File: src/rtl/leaky_relu_derivative_sched_pkg.sv
// Shared definitions for the leaky-ReLU derivative sequencer slice.
//   DATA_W   : width of one Q8.8 value (H, gradient, leak factor)
//   state_t  : sequencer states IDLE -> RUN -> DRAIN -> DONE
//   lane_lsb : bit offset of a lane's slice inside a packed row bus
package leaky_relu_derivative_sched_pkg;

  localparam int DATA_W = 16;

  typedef enum logic [1:0] {
    ST_IDLE  = 2'd0,
    ST_RUN   = 2'd1,
    ST_DRAIN = 2'd2,
    ST_DONE  = 2'd3
  } state_t;

  function automatic int lane_lsb(input int lane);
    return lane * DATA_W;
  endfunction

endpackage

File: src/rtl/leaky_relu_derivative_sched_h_fifo.sv
// lrd_h_fifo: single-lane Q8.8 H-value FIFO with registered head.
//   clk, rst       : clock, asynchronous active-high reset
//   push/push_data : write one entry (accepted when not full, or when a
//                    pop happens in the same cycle)
//   pop            : advance the read pointer; ignored when empty
//   full/empty     : occupancy flags from the current pointers
//   head           : entry captured by the most recent pop; holds otherwise
module lrd_h_fifo
  import leaky_relu_derivative_sched_pkg::*;
#(
  parameter int DEPTH = 16
) (
  input  logic                     clk,
  input  logic                     rst,
  input  logic                     push,
  input  logic signed [DATA_W-1:0] push_data,
  input  logic                     pop,
  output logic                     full,
  output logic                     empty,
  output logic signed [DATA_W-1:0] head
);

  localparam int AW = $clog2(DEPTH);
  localparam logic [AW:0] PTR_ONE = 1;

  logic signed [DATA_W-1:0] mem [DEPTH];
  // Extra MSB distinguishes full from empty when the low bits coincide.
  logic [AW:0] wr_ptr;
  logic [AW:0] rd_ptr;
  logic        do_push;
  logic        do_pop;

  assign empty   = (wr_ptr == rd_ptr);
  assign full    = (wr_ptr[AW] != rd_ptr[AW]) && (wr_ptr[AW-1:0] == rd_ptr[AW-1:0]);
  assign do_pop  = pop && !empty;
  // At full, a same-cycle pop frees the slot being overwritten; the read
  // below still sees the old contents because both updates are non-blocking.
  assign do_push = push && (!full || do_pop);

  always_ff @(posedge clk) begin
    if (do_push) begin
      mem[wr_ptr[AW-1:0]] <= push_data;
    end
  end

  always_ff @(posedge clk or posedge rst) begin
    if (rst) begin
      wr_ptr <= '0;
      rd_ptr <= '0;
      head   <= '0;
    end else begin
      if (do_push) begin
        wr_ptr <= wr_ptr + PTR_ONE;
      end
      if (do_pop) begin
        rd_ptr <= rd_ptr + PTR_ONE;
        head   <= mem[rd_ptr[AW-1:0]];
      end
    end
  end

endmodule

File: src/rtl/leaky_relu_derivative_sched.sv
// leaky_relu_derivative_sched: sequencer and H buffer for a row of
// leaky-ReLU derivative lanes in the backward-pass vector unit.
//   clk, rst          : clock, asynchronous active-high reset
//   start             : begin a backward pass (accepted only in IDLE)
//   num_rows          : rows per lane for the pass, latched on start
//   leak_factor_in    : Q8.8 leak factor, latched on start -> lane_leak
//   h_wr_en/h_wr_data : push one H row into every lane FIFO
//   grad_valid_in/
//   grad_data_in      : skewed per-lane gradient beats
//   lane_valid/lane_data/lane_h : per-lane child inputs, one cycle after issue
//   lane_leak         : leak factor shared by all children
//   child_valid_out   : per-lane child result strobes, counted for completion
//   busy              : pass in RUN or DRAIN
//   done              : one-cycle completion pulse
//   h_overflow        : sticky, a row push was dropped on a full lane
//   h_underflow       : sticky, a gradient beat found its lane FIFO empty
module leaky_relu_derivative_sched
  import leaky_relu_derivative_sched_pkg::*;
#(
  parameter int LANES = 2,
  parameter int DEPTH = 16,
  parameter int ROW_W = 8
) (
  input  logic                      clk,
  input  logic                      rst,
  input  logic                      start,
  input  logic [ROW_W-1:0]          num_rows,
  input  logic [DATA_W-1:0]         leak_factor_in,
  input  logic                      h_wr_en,
  input  logic [LANES*DATA_W-1:0]   h_wr_data,
  input  logic [LANES-1:0]          grad_valid_in,
  input  logic [LANES*DATA_W-1:0]   grad_data_in,
  output logic [LANES-1:0]          lane_valid,
  output logic [LANES*DATA_W-1:0]   lane_data,
  output logic [LANES*DATA_W-1:0]   lane_h,
  output logic [DATA_W-1:0]         lane_leak,
  input  logic [LANES-1:0]          child_valid_out,
  output logic                      busy,
  output logic                      done,
  output logic                      h_overflow,
  output logic                      h_underflow
);

  state_t           state_q;
  state_t           state_nxt;
  logic [ROW_W-1:0] rows_q;
  logic             start_acc;
  logic             run;
  logic             push_ok;
  logic             ovf_hit;
  logic [LANES-1:0] fifo_full;
  logic [LANES-1:0] fifo_empty;
  logic [LANES-1:0] pop;
  logic [LANES-1:0] blocked;
  logic [LANES-1:0] unf_hit;
  logic [LANES-1:0] issue_done;
  logic [LANES-1:0] out_done;

  assign start_acc = start && (state_q == ST_IDLE);
  assign run       = (state_q == ST_RUN);
  assign busy      = run || (state_q == ST_DRAIN);
  assign done      = (state_q == ST_DONE);

  // A full lane only blocks the row if it is not also popping this cycle.
  assign push_ok = h_wr_en && !(|blocked);
  assign ovf_hit = h_wr_en && (|blocked);

  for (genvar i = 0; i < LANES; i++) begin : g_lane
    logic [ROW_W-1:0]         issue_cnt;
    logic [ROW_W-1:0]         out_cnt;
    logic [ROW_W-1:0]         out_cnt_nxt;
    logic                     below;
    logic signed [DATA_W-1:0] grad_p0;
    logic                     lane_vld_p1;
    logic signed [DATA_W-1:0] lane_data_p1;

    assign grad_p0       = grad_data_in[lane_lsb(i) +: DATA_W];
    assign below         = (issue_cnt < rows_q);
    assign pop[i]        = run && grad_valid_in[i] && !fifo_empty[i] && below;
    assign unf_hit[i]    = run && grad_valid_in[i] &&  fifo_empty[i] && below;
    assign blocked[i]    = fifo_full[i] && !pop[i];
    assign out_cnt_nxt   = out_cnt + ROW_W'(busy && child_valid_out[i]);
    assign issue_done[i] = (issue_cnt == rows_q);
    // Look-ahead on the output count lets DONE follow the final child strobe
    // directly instead of one cycle later.
    assign out_done[i]   = (out_cnt_nxt == rows_q);

    lrd_h_fifo #(
      .DEPTH(DEPTH)
    ) u_fifo (
      .clk      (clk),
      .rst      (rst),
      .push     (push_ok),
      .push_data(h_wr_data[lane_lsb(i) +: DATA_W]),
      .pop      (pop[i]),
      .full     (fifo_full[i]),
      .empty    (fifo_empty[i]),
      .head     (lane_h[lane_lsb(i) +: DATA_W])
    );

    always_ff @(posedge clk or posedge rst) begin
      if (rst) begin
        issue_cnt <= '0;
        out_cnt   <= '0;
      end else if (start_acc) begin
        issue_cnt <= '0;
        out_cnt   <= '0;
      end else begin
        if (pop[i]) begin
          issue_cnt <= issue_cnt + 1'b1;
        end
        out_cnt <= out_cnt_nxt;
      end
    end

    // p0 -> p1: issued beat presented to the child alongside the popped H
    always_ff @(posedge clk or posedge rst) begin
      if (rst) begin
        lane_vld_p1  <= 1'b0;
        lane_data_p1 <= '0;
      end else begin
        lane_vld_p1  <= pop[i];
        lane_data_p1 <= pop[i] ? grad_p0 : '0;
      end
    end

    assign lane_valid[i]                    = lane_vld_p1;
    assign lane_data[lane_lsb(i) +: DATA_W] = lane_data_p1;
  end

  always_comb begin
    state_nxt = state_q;
    case (state_q)
      ST_IDLE:  if (start) state_nxt = (num_rows == '0) ? ST_DONE : ST_RUN;
      ST_RUN:   if (&issue_done) state_nxt = ST_DRAIN;
      ST_DRAIN: if (&out_done) state_nxt = ST_DONE;
      ST_DONE:  state_nxt = ST_IDLE;
      default:  state_nxt = ST_IDLE;
    endcase
  end

  always_ff @(posedge clk or posedge rst) begin
    if (rst) begin
      state_q     <= ST_IDLE;
      rows_q      <= '0;
      lane_leak   <= '0;
      h_overflow  <= 1'b0;
      h_underflow <= 1'b0;
    end else begin
      state_q <= state_nxt;
      if (start_acc) begin
        rows_q    <= num_rows;
        lane_leak <= leak_factor_in;
      end
      // Accepted start clears the sticky flags; an event in the same cycle
      // still registers.
      h_overflow  <= (start_acc ? 1'b0 : h_overflow)  | ovf_hit;
      h_underflow <= (start_acc ? 1'b0 : h_underflow) | (|unf_hit);
    end
  end

endmodule
File: config.mk
export PLATFORM = sky130hd
export DESIGN_NAME = leaky_relu_derivative_sched
export DESIGN_NICKNAME = d
export VERILOG_FILES = /design/src/rtl/leaky_relu_derivative_sched_pkg.sv /design/src/rtl/leaky_relu_derivative_sched_h_fifo.sv /design/src/rtl/leaky_relu_derivative_sched.sv
export SDC_FILE = /design/constraint.sdc
export NUM_CORES = 1
export LEC_CHECK = 0
export ABC_AREA = 1
export BUFFER_PORTS_ARGS = -buffer_cell sky130_fd_sc_hd__buf_2
export CORE_UTILIZATION = 50
export DETAILED_ROUTE_END_ITERATION = 8
export PLACE_DENSITY = 0.79
export SYNTH_ARGS = -nofsm -noshare
export SYNTH_HDL_FRONTEND = slang
export SYNTH_SLANG_ARGS = --single-unit
File: constraint.sdc
create_clock -name clk -period 5.3 [get_ports clk]
set_input_delay 1.06 -clock clk [delete_from_list [all_inputs] [get_ports clk]]
set_output_delay 1.06 -clock clk [all_outputs]
set_load 0.005 [all_outputs]
==> flow_summary.ini, run 1 <==
[routing]
drt_wl_total_mm = 68.0
ant_nets = 0
dr.pass1.iters = 8
wl_per_cell_microns = 21.7
drt_iter0_markers = 2064
via_count = 18408
vias_per_cell = 5.87
drc_errors = 36

[layout]
final_layout_size_suffix_gt1_share_pct = 14.1
final_nets = 2525
seq_area_sq_um = 19000
syn2layout_area_growth_pct = 14.4
fin_util_pct = 58.1
multiInputGateArea_sq_um = 6860
instances_no_fill = 3136
fill_cells = 4081

[logic_synthesis]
syn_area_sq_um = 26800
synth_top_area_share_pct = 57.4
ys_seq_area_share_pct = 71.0
async_flop_share_pct = 22.2
synth_nets = 2369
synth.ff_latch_count = 658
synth_area_leaders = edfxtp_1 57%, dfrtp_1 14%, nor2_1 5.8%
syn_avg_cell_area_sq_um = 12.0
ys_top_cells_by_count = 512 x edfxtp_1, 414 x nor2_1, 275 x o21ai_0, 252 x nand2_1, 146 x dfrtp_1
synth_top_cell_by_area = edfxtp_1
synthFlopType = edfxtp_1
synth_most_common_cell = edfxtp_1
yosys_warnings = 0
synth_edf_count = 512
yosysUniqueCellTypes = 35
syn_inst = 2236

[setup_path]
cp_data_arrival_time_ns = 4.59
crit_type = flop to flop
critPathRequiredTime_ns = 5.53
critPathCaptureType = flop
crit_buf_inv = 1
critPathSlowestCell = nor2_1
cp-start-kind = flop
path_common_cell = nor2_1
max_stage_delay_ns = 1.25
worst-path-max-fanout = 23
path_cells = inv_1 > ha_1 > a21oi_1 > nor2_1 > a211oi_1 > nand2_1 > o21ai_1 > nand3_2 > nor2_1
cpLargestDelayFamily = simple AND/OR/NAND/NOR gates

[clocking]
numCtsBuffers = 68
clock-sinks = 658
postCtsSetupRepairBufs = 0
clock_path_buffers = 3
cts.htree.levels = 3
insertion_delay_ns = 0.61
clk_pin_slew_worst_paths_ns = 0.06
cts_tree = built
holdBufCountCts = 0
clock_tree.root_cell = clkbuf_16
ctsResizeCount = 0

[hold_path]
worst_hold_path_type = flop to flop

[flow_run]
cap_violations = 0

[floorplan]
initial_core_util_pct = 50.8
rows = 84
die_w_microns = 234
core_sq_um = 52800
num_io_pins = 182
die-area_sq_um = 54500
die_y_microns = 234

[placement]
io_buffers = 181
hpwl_mm = 42.6
gp_congestion = 0.957
dp_slack_ns = 0.921
place_inst = 3008

[global_route]
grt_usage_pct = 24.8
antenna_found_initial = 2
grt-ovfl-total = 0
grt_pass1_vias = 17825
grt_start_max_net_pins = 79
grt_first_pass_wirelength_mm = 102

[sta]
hold_ws_ns = 0.481
worst_slack_ns = 0.940
grt_setup_unrepaired = false
setup_tns_ns = 0
tightestPinTransition_ns = 1.31
final-setup-viol-count = 0
skew_ns = 0.0309
slew_headroom_pct = 12.0
fin_crit_sh_pct = 82.3
hold_viol_final = 0
slew_violations = 0
min_period_ns = 4.36
max_freq_mhz = 229

[run_status]
status = complete, but fails checks
violations = DRC

[power_and_ir_drop]
p_leak_nw = 11.9
max-vdd-ir-drop_mv = 0.308
power.density_nw_per_um2 = 395
-- through the flow --
step,cell area [sq um],total power [mW]
6_report,30700,12.1
5_1_grt,30700,12.5
3_3_place_gp,28300,7.26
2_1_floorplan,26800,6.87
3_5_place_dp,28300,7.32
4_1_cts,30600,12.2
-- worst min-delay path, delay by kind of cell, from the launching register on --
kind / cells / cell delay [ns]
flops: 1 / 0.34
simple gates: 2 / 0.11
-- sequential cells by signal, indices dropped and copies added (netlist names) --
name,flops
g_lane.issue_cnt,16
g_lane.lane_data_p1,32
g_lane.lane_vld_p1,2
g_lane.out_cnt,16
g_lane.u_fifo.head,32
g_lane.u_fifo.mem,512
g_lane.u_fifo.rd_ptr,10
g_lane.u_fifo.wr_ptr,10
h_overflow,1
h_underflow,1
lane_leak,16
rows_q,8
state_q,2
-- path summary, 6_finish.rpt --
path,from,endpoint,slack (ns),depth (start not counted)
max,rows_q[5],g_lane[0].u_fifo.mem[13][0],0.94,9
min,lane_leak[1],lane_leak[1],0.48,2
max reg2reg,rows_q[5],g_lane[0].u_fifo.mem[13][0],0.94,9
min reg2reg,lane_leak[1],lane_leak[1],0.48,2
max in group asynchronous,rst,g_lane[1].u_fifo.head[4],3.64,3
min in group asynchronous,rst,g_lane[0].lane_data_p1[9],0.58,2
-- area by class of cell --
type | count | share of cell area (%)
flip-flops and latches | 658 | 62.1
multi-input cells | 1345 | 22.4
clock buffers | 91 | 6.18
repair buffers | 216 | 3.89
well taps | 688 | 2.81
clock inverters | 32 | 1.35
inverters | 103 | 1.28
diodes | 3 | 0.0245
-- cell families (layout without fill, tap and decap cells) --
logic type | Yosys count | after routing | share of synthesized area [%]
AOI/OAI and AO/OA | 492 | 492 | 10.9
xor gates and xnor gates | 40 | 40 | 1.31
adders and majority gates | 37 | 37 | 1.73
buffers and inverters | 233 | 442 | 3.45
DFF | 658 | 658 | 71.0
other | 0 | 3 | 0
and+or+nand+nor | 776 | 776 | 11.6
-- layer usage --
metal / GRT usage, % / part of all wire [%] / vias up
li1: - / - / 8293
met1: 33.1 / 39 / 9021
met2: 39.8 / 48 / 943
met3: 5.30 / 9.6 / 151
met4: 9.94 / 3.6 / 0
met5: 0 / 0 / -
-- power breakdown --
part / switching, mW / internal (mW)
combinational: 0.757 / 0.320
clock: 1.99 / 2.89
sequential: 0.176 / 5.99
-- cell usage in the layout, fill, tap and decap left out, types with 4 or more instances in the layout --
cell type / count
xnor2_1: 13
a22o_1: 16
o221ai_1: 53
inv_2: 5
clkinv_1: 8
o31ai_1: 6
nor3_1: 7
buf_2: 181
nand4_1: 18
nor2_1: 411
edfxtp_1: 512
inv_1: 94
o211ai_1: 12
clkbuf_8: 4
a41oi_1: 16
buf_4: 33
clkbuf_16: 71
a21oi_1: 36
nand2_1: 252
clkbuf_1: 15
clkinv_2: 12
xor2_1: 27
nor2_2: 12
nand3_1: 67
o21ai_0: 275
dfrtp_1: 144
o22ai_1: 75
bufinv_16: 7
ha_1: 37
Power figures use the tool's default switching activity.
==> inputs of run 2 (changes only) <==
==> constraint.sdc (replaced) <==
create_clock -name clk -period 3.81 [get_ports clk]
set_input_delay 0.762 -clock clk [delete_from_list [all_inputs] [get_ports clk]]
set_output_delay 0.762 -clock clk [all_outputs]
set_load 0.005 [all_outputs]
==> flow_summary.ini, run 2 (synthesized netlist as in run 1, its figures left out) <==
[run_status]
status = complete, but fails checks
violations = DRC

[clocking]
ctsResizeCount = 0
clock_path_buffers = 3
cts_tree = built
clock_tree.root_cell = clkbuf_16
holdBufCountCts = 0
insertion_delay_ns = 0.62
numCtsBuffers = 68
clock-sinks = 658
clk_pin_slew_worst_paths_ns = 0.06
postCtsSetupRepairBufs = 0
cts.htree.levels = 3

[global_route]
grt_start_max_net_pins = 129
antenna_found_initial = 1
grt_pass1_vias = 17741
grt_first_pass_wirelength_mm = 102
grt_usage_pct = 24.7
grt-ovfl-total = 0

[setup_path]
worst-path-max-fanout = 21
max_stage_delay_ns = 0.70
cp_data_arrival_time_ns = 3.44
rr_startpoint = rows_q[3]
critPathSlowestCell = nor2_2
cp-start-kind = flop
path_cells = inv_1 > ha_1 > a21oi_1 > o21ai_0 > nand2_1 > o211ai_1 > nor2_4 > inv_2 > nand2_2 > nand3_2 > buf_4 > nor2_2
crit_type = flop to flop
r2r_cells = 12
critPathCaptureType = flop
critPathRequiredTime_ns = 4.03
crit_path_end = g_lane[0].u_fifo.mem[14][10]
r2r_end = g_lane[0].u_fifo.mem[14][10]
cp-startpoint = rows_q[3]
reg2reg_slack_ns = 0.60

[sta]
skew_ns = 0.0331
grt_setup_unrepaired = false
fin_crit_sh_pct = 84.4
min_period_ns = 3.21
final-setup-viol-count = 0
hold_viol_final = 0
setup_tns_ns = 0
slew_headroom_pct = 19.4
max_freq_mhz = 311
tightestPinTransition_ns = 1.20
slew_violations = 0

[routing]
vias_per_cell = 5.85
drt_iter0_markers = 2260
wl_per_cell_microns = 21.5
drt_wl_total_mm = 67.7
ant_nets = 0
drc_errors = 32
via_count = 18439
dr.pass1.iters = 7

[layout]
final_layout_size_suffix_gt1_share_pct = 14.7
mostFrequentLayoutCell = edfxtp_1
final_nets = 2541
layout_common_cells = 512 x edfxtp_1, 413 x nor2_1, 275 x o21ai_0
instances_no_fill = 3150
largest_reg_flops = 512
fin_util_pct = 58.5
syn2layout_area_growth_pct = 15.1

[power_and_ir_drop]
p_comb_share_pct = 8.7
p_seq_share_pct = 50.5
power.density_nw_per_um2 = 551
p_int_mw = 12.9
switching_share_pct = 24.0
p_leak_nw = 12.0
max-vdd-ir-drop_mv = 0.475
clkPwrFrac_pct = 40.8
power.switching_mw = 4.07
power.total_mw = 17.0

[placement]
gp_congestion = 0.948
hpwl_mm = 41.8
place_inst = 3026
io_buffers = 181

[floorplan]
die_w_microns = 234
num_io_pins = 182
die_y_microns = 234
core_sq_um = 52800
die-area_sq_um = 54500
initial_core_util_pct = 50.8
rows = 84

[hold_path]
worst_hold_path_type = input pin to asynchronous set/reset pin

[flow_run]
cap_violations = 0
run 2: cell count changes in the layout (fill, tap and decap cells not counted), moves of 2 or more:
cell	before	now
nor2_1	411	413
clkinv_1	8	10
clkbuf_1	15	11
clkinv_4	2	0
clkinvlp_4	1	3
buf_4	33	47
bufinv_16	7	9
nor2_2	12	10
buf_12	2	4
run 2: worst max-delay path, delay by kind of cell (launching register included):
kind	cells	cell delay [ns]
buffers and inverters	3	0.44
flip-flops	1	0.39
AND/OR/NAND/NOR	5	1.21
AO/OA/AOI/OAI	3	0.48
adder cells (fa/ha/maj)	1	0.28
run 2: through the flow:
stage	area [sq um]	worst slack, ns	hold slack, ns
floorplan	26800	0.964	0.462
global placement	28500	0.725	0.460
detailed placement	28500	0.674	0.464
CTS	30800	0.641	0.323
global route	30800	0.415	0.337
finish	30800	0.596	0.323
run 2: how the worst min path moves through the flow:
stage / end / startpoint / slack [ns] / depth (start not counted)
finish: g_lane[0].issue_cnt[6] / rst / 0.32 / 2
detailed placement: lane_leak[14] / lane_leak[14] / 0.46 / 2
floorplan: g_lane[1].u_fifo.rd_ptr[4] / g_lane[1].u_fifo.rd_ptr[4] / 0.46 / 1
global placement: lane_leak[10] / lane_leak[10] / 0.46 / 2
CTS: lane_leak[8] / leak_factor_in[8] / 0.32 / 3
global route: lane_leak[0] / leak_factor_in[0] / 0.34 / 3
run 2: final cells by class:
cell class | instances | area (sq um)
Inverter | 103 | 390
Antenna cell | 2 | 5.00
Clock buffer | 86 | 1860
Timing Repair Buffer | 232 | 1340
Sequential cell | 658 | 19000
Fill cell | 4052 | 21900
Tap cell | 688 | 861
Multi-Input combinational cell | 1345 | 6850
Clock inverter | 36 | 494
run 2: routing by layer:
| layer | wire [microns] | track usage, % |
|---|---|---|
| met1 | 26600 | 34.0 |
| met3 | 6800 | 4.98 |
| met2 | 32500 | 39.0 |
| met5 | 0 | 0 |
| met4 | 1770 | 9.15 |
run 2: power groups by stage:
stage               Clock, mW  Sequential, mW  Combinational (mW)
floorplan                   0            8.63               0.923
global placement            0            8.69                1.41
detailed placement          0            8.71                1.46
CTS                      6.99            8.57                1.47
global route             7.26            8.62                1.64
finish                   6.93            8.57                1.48
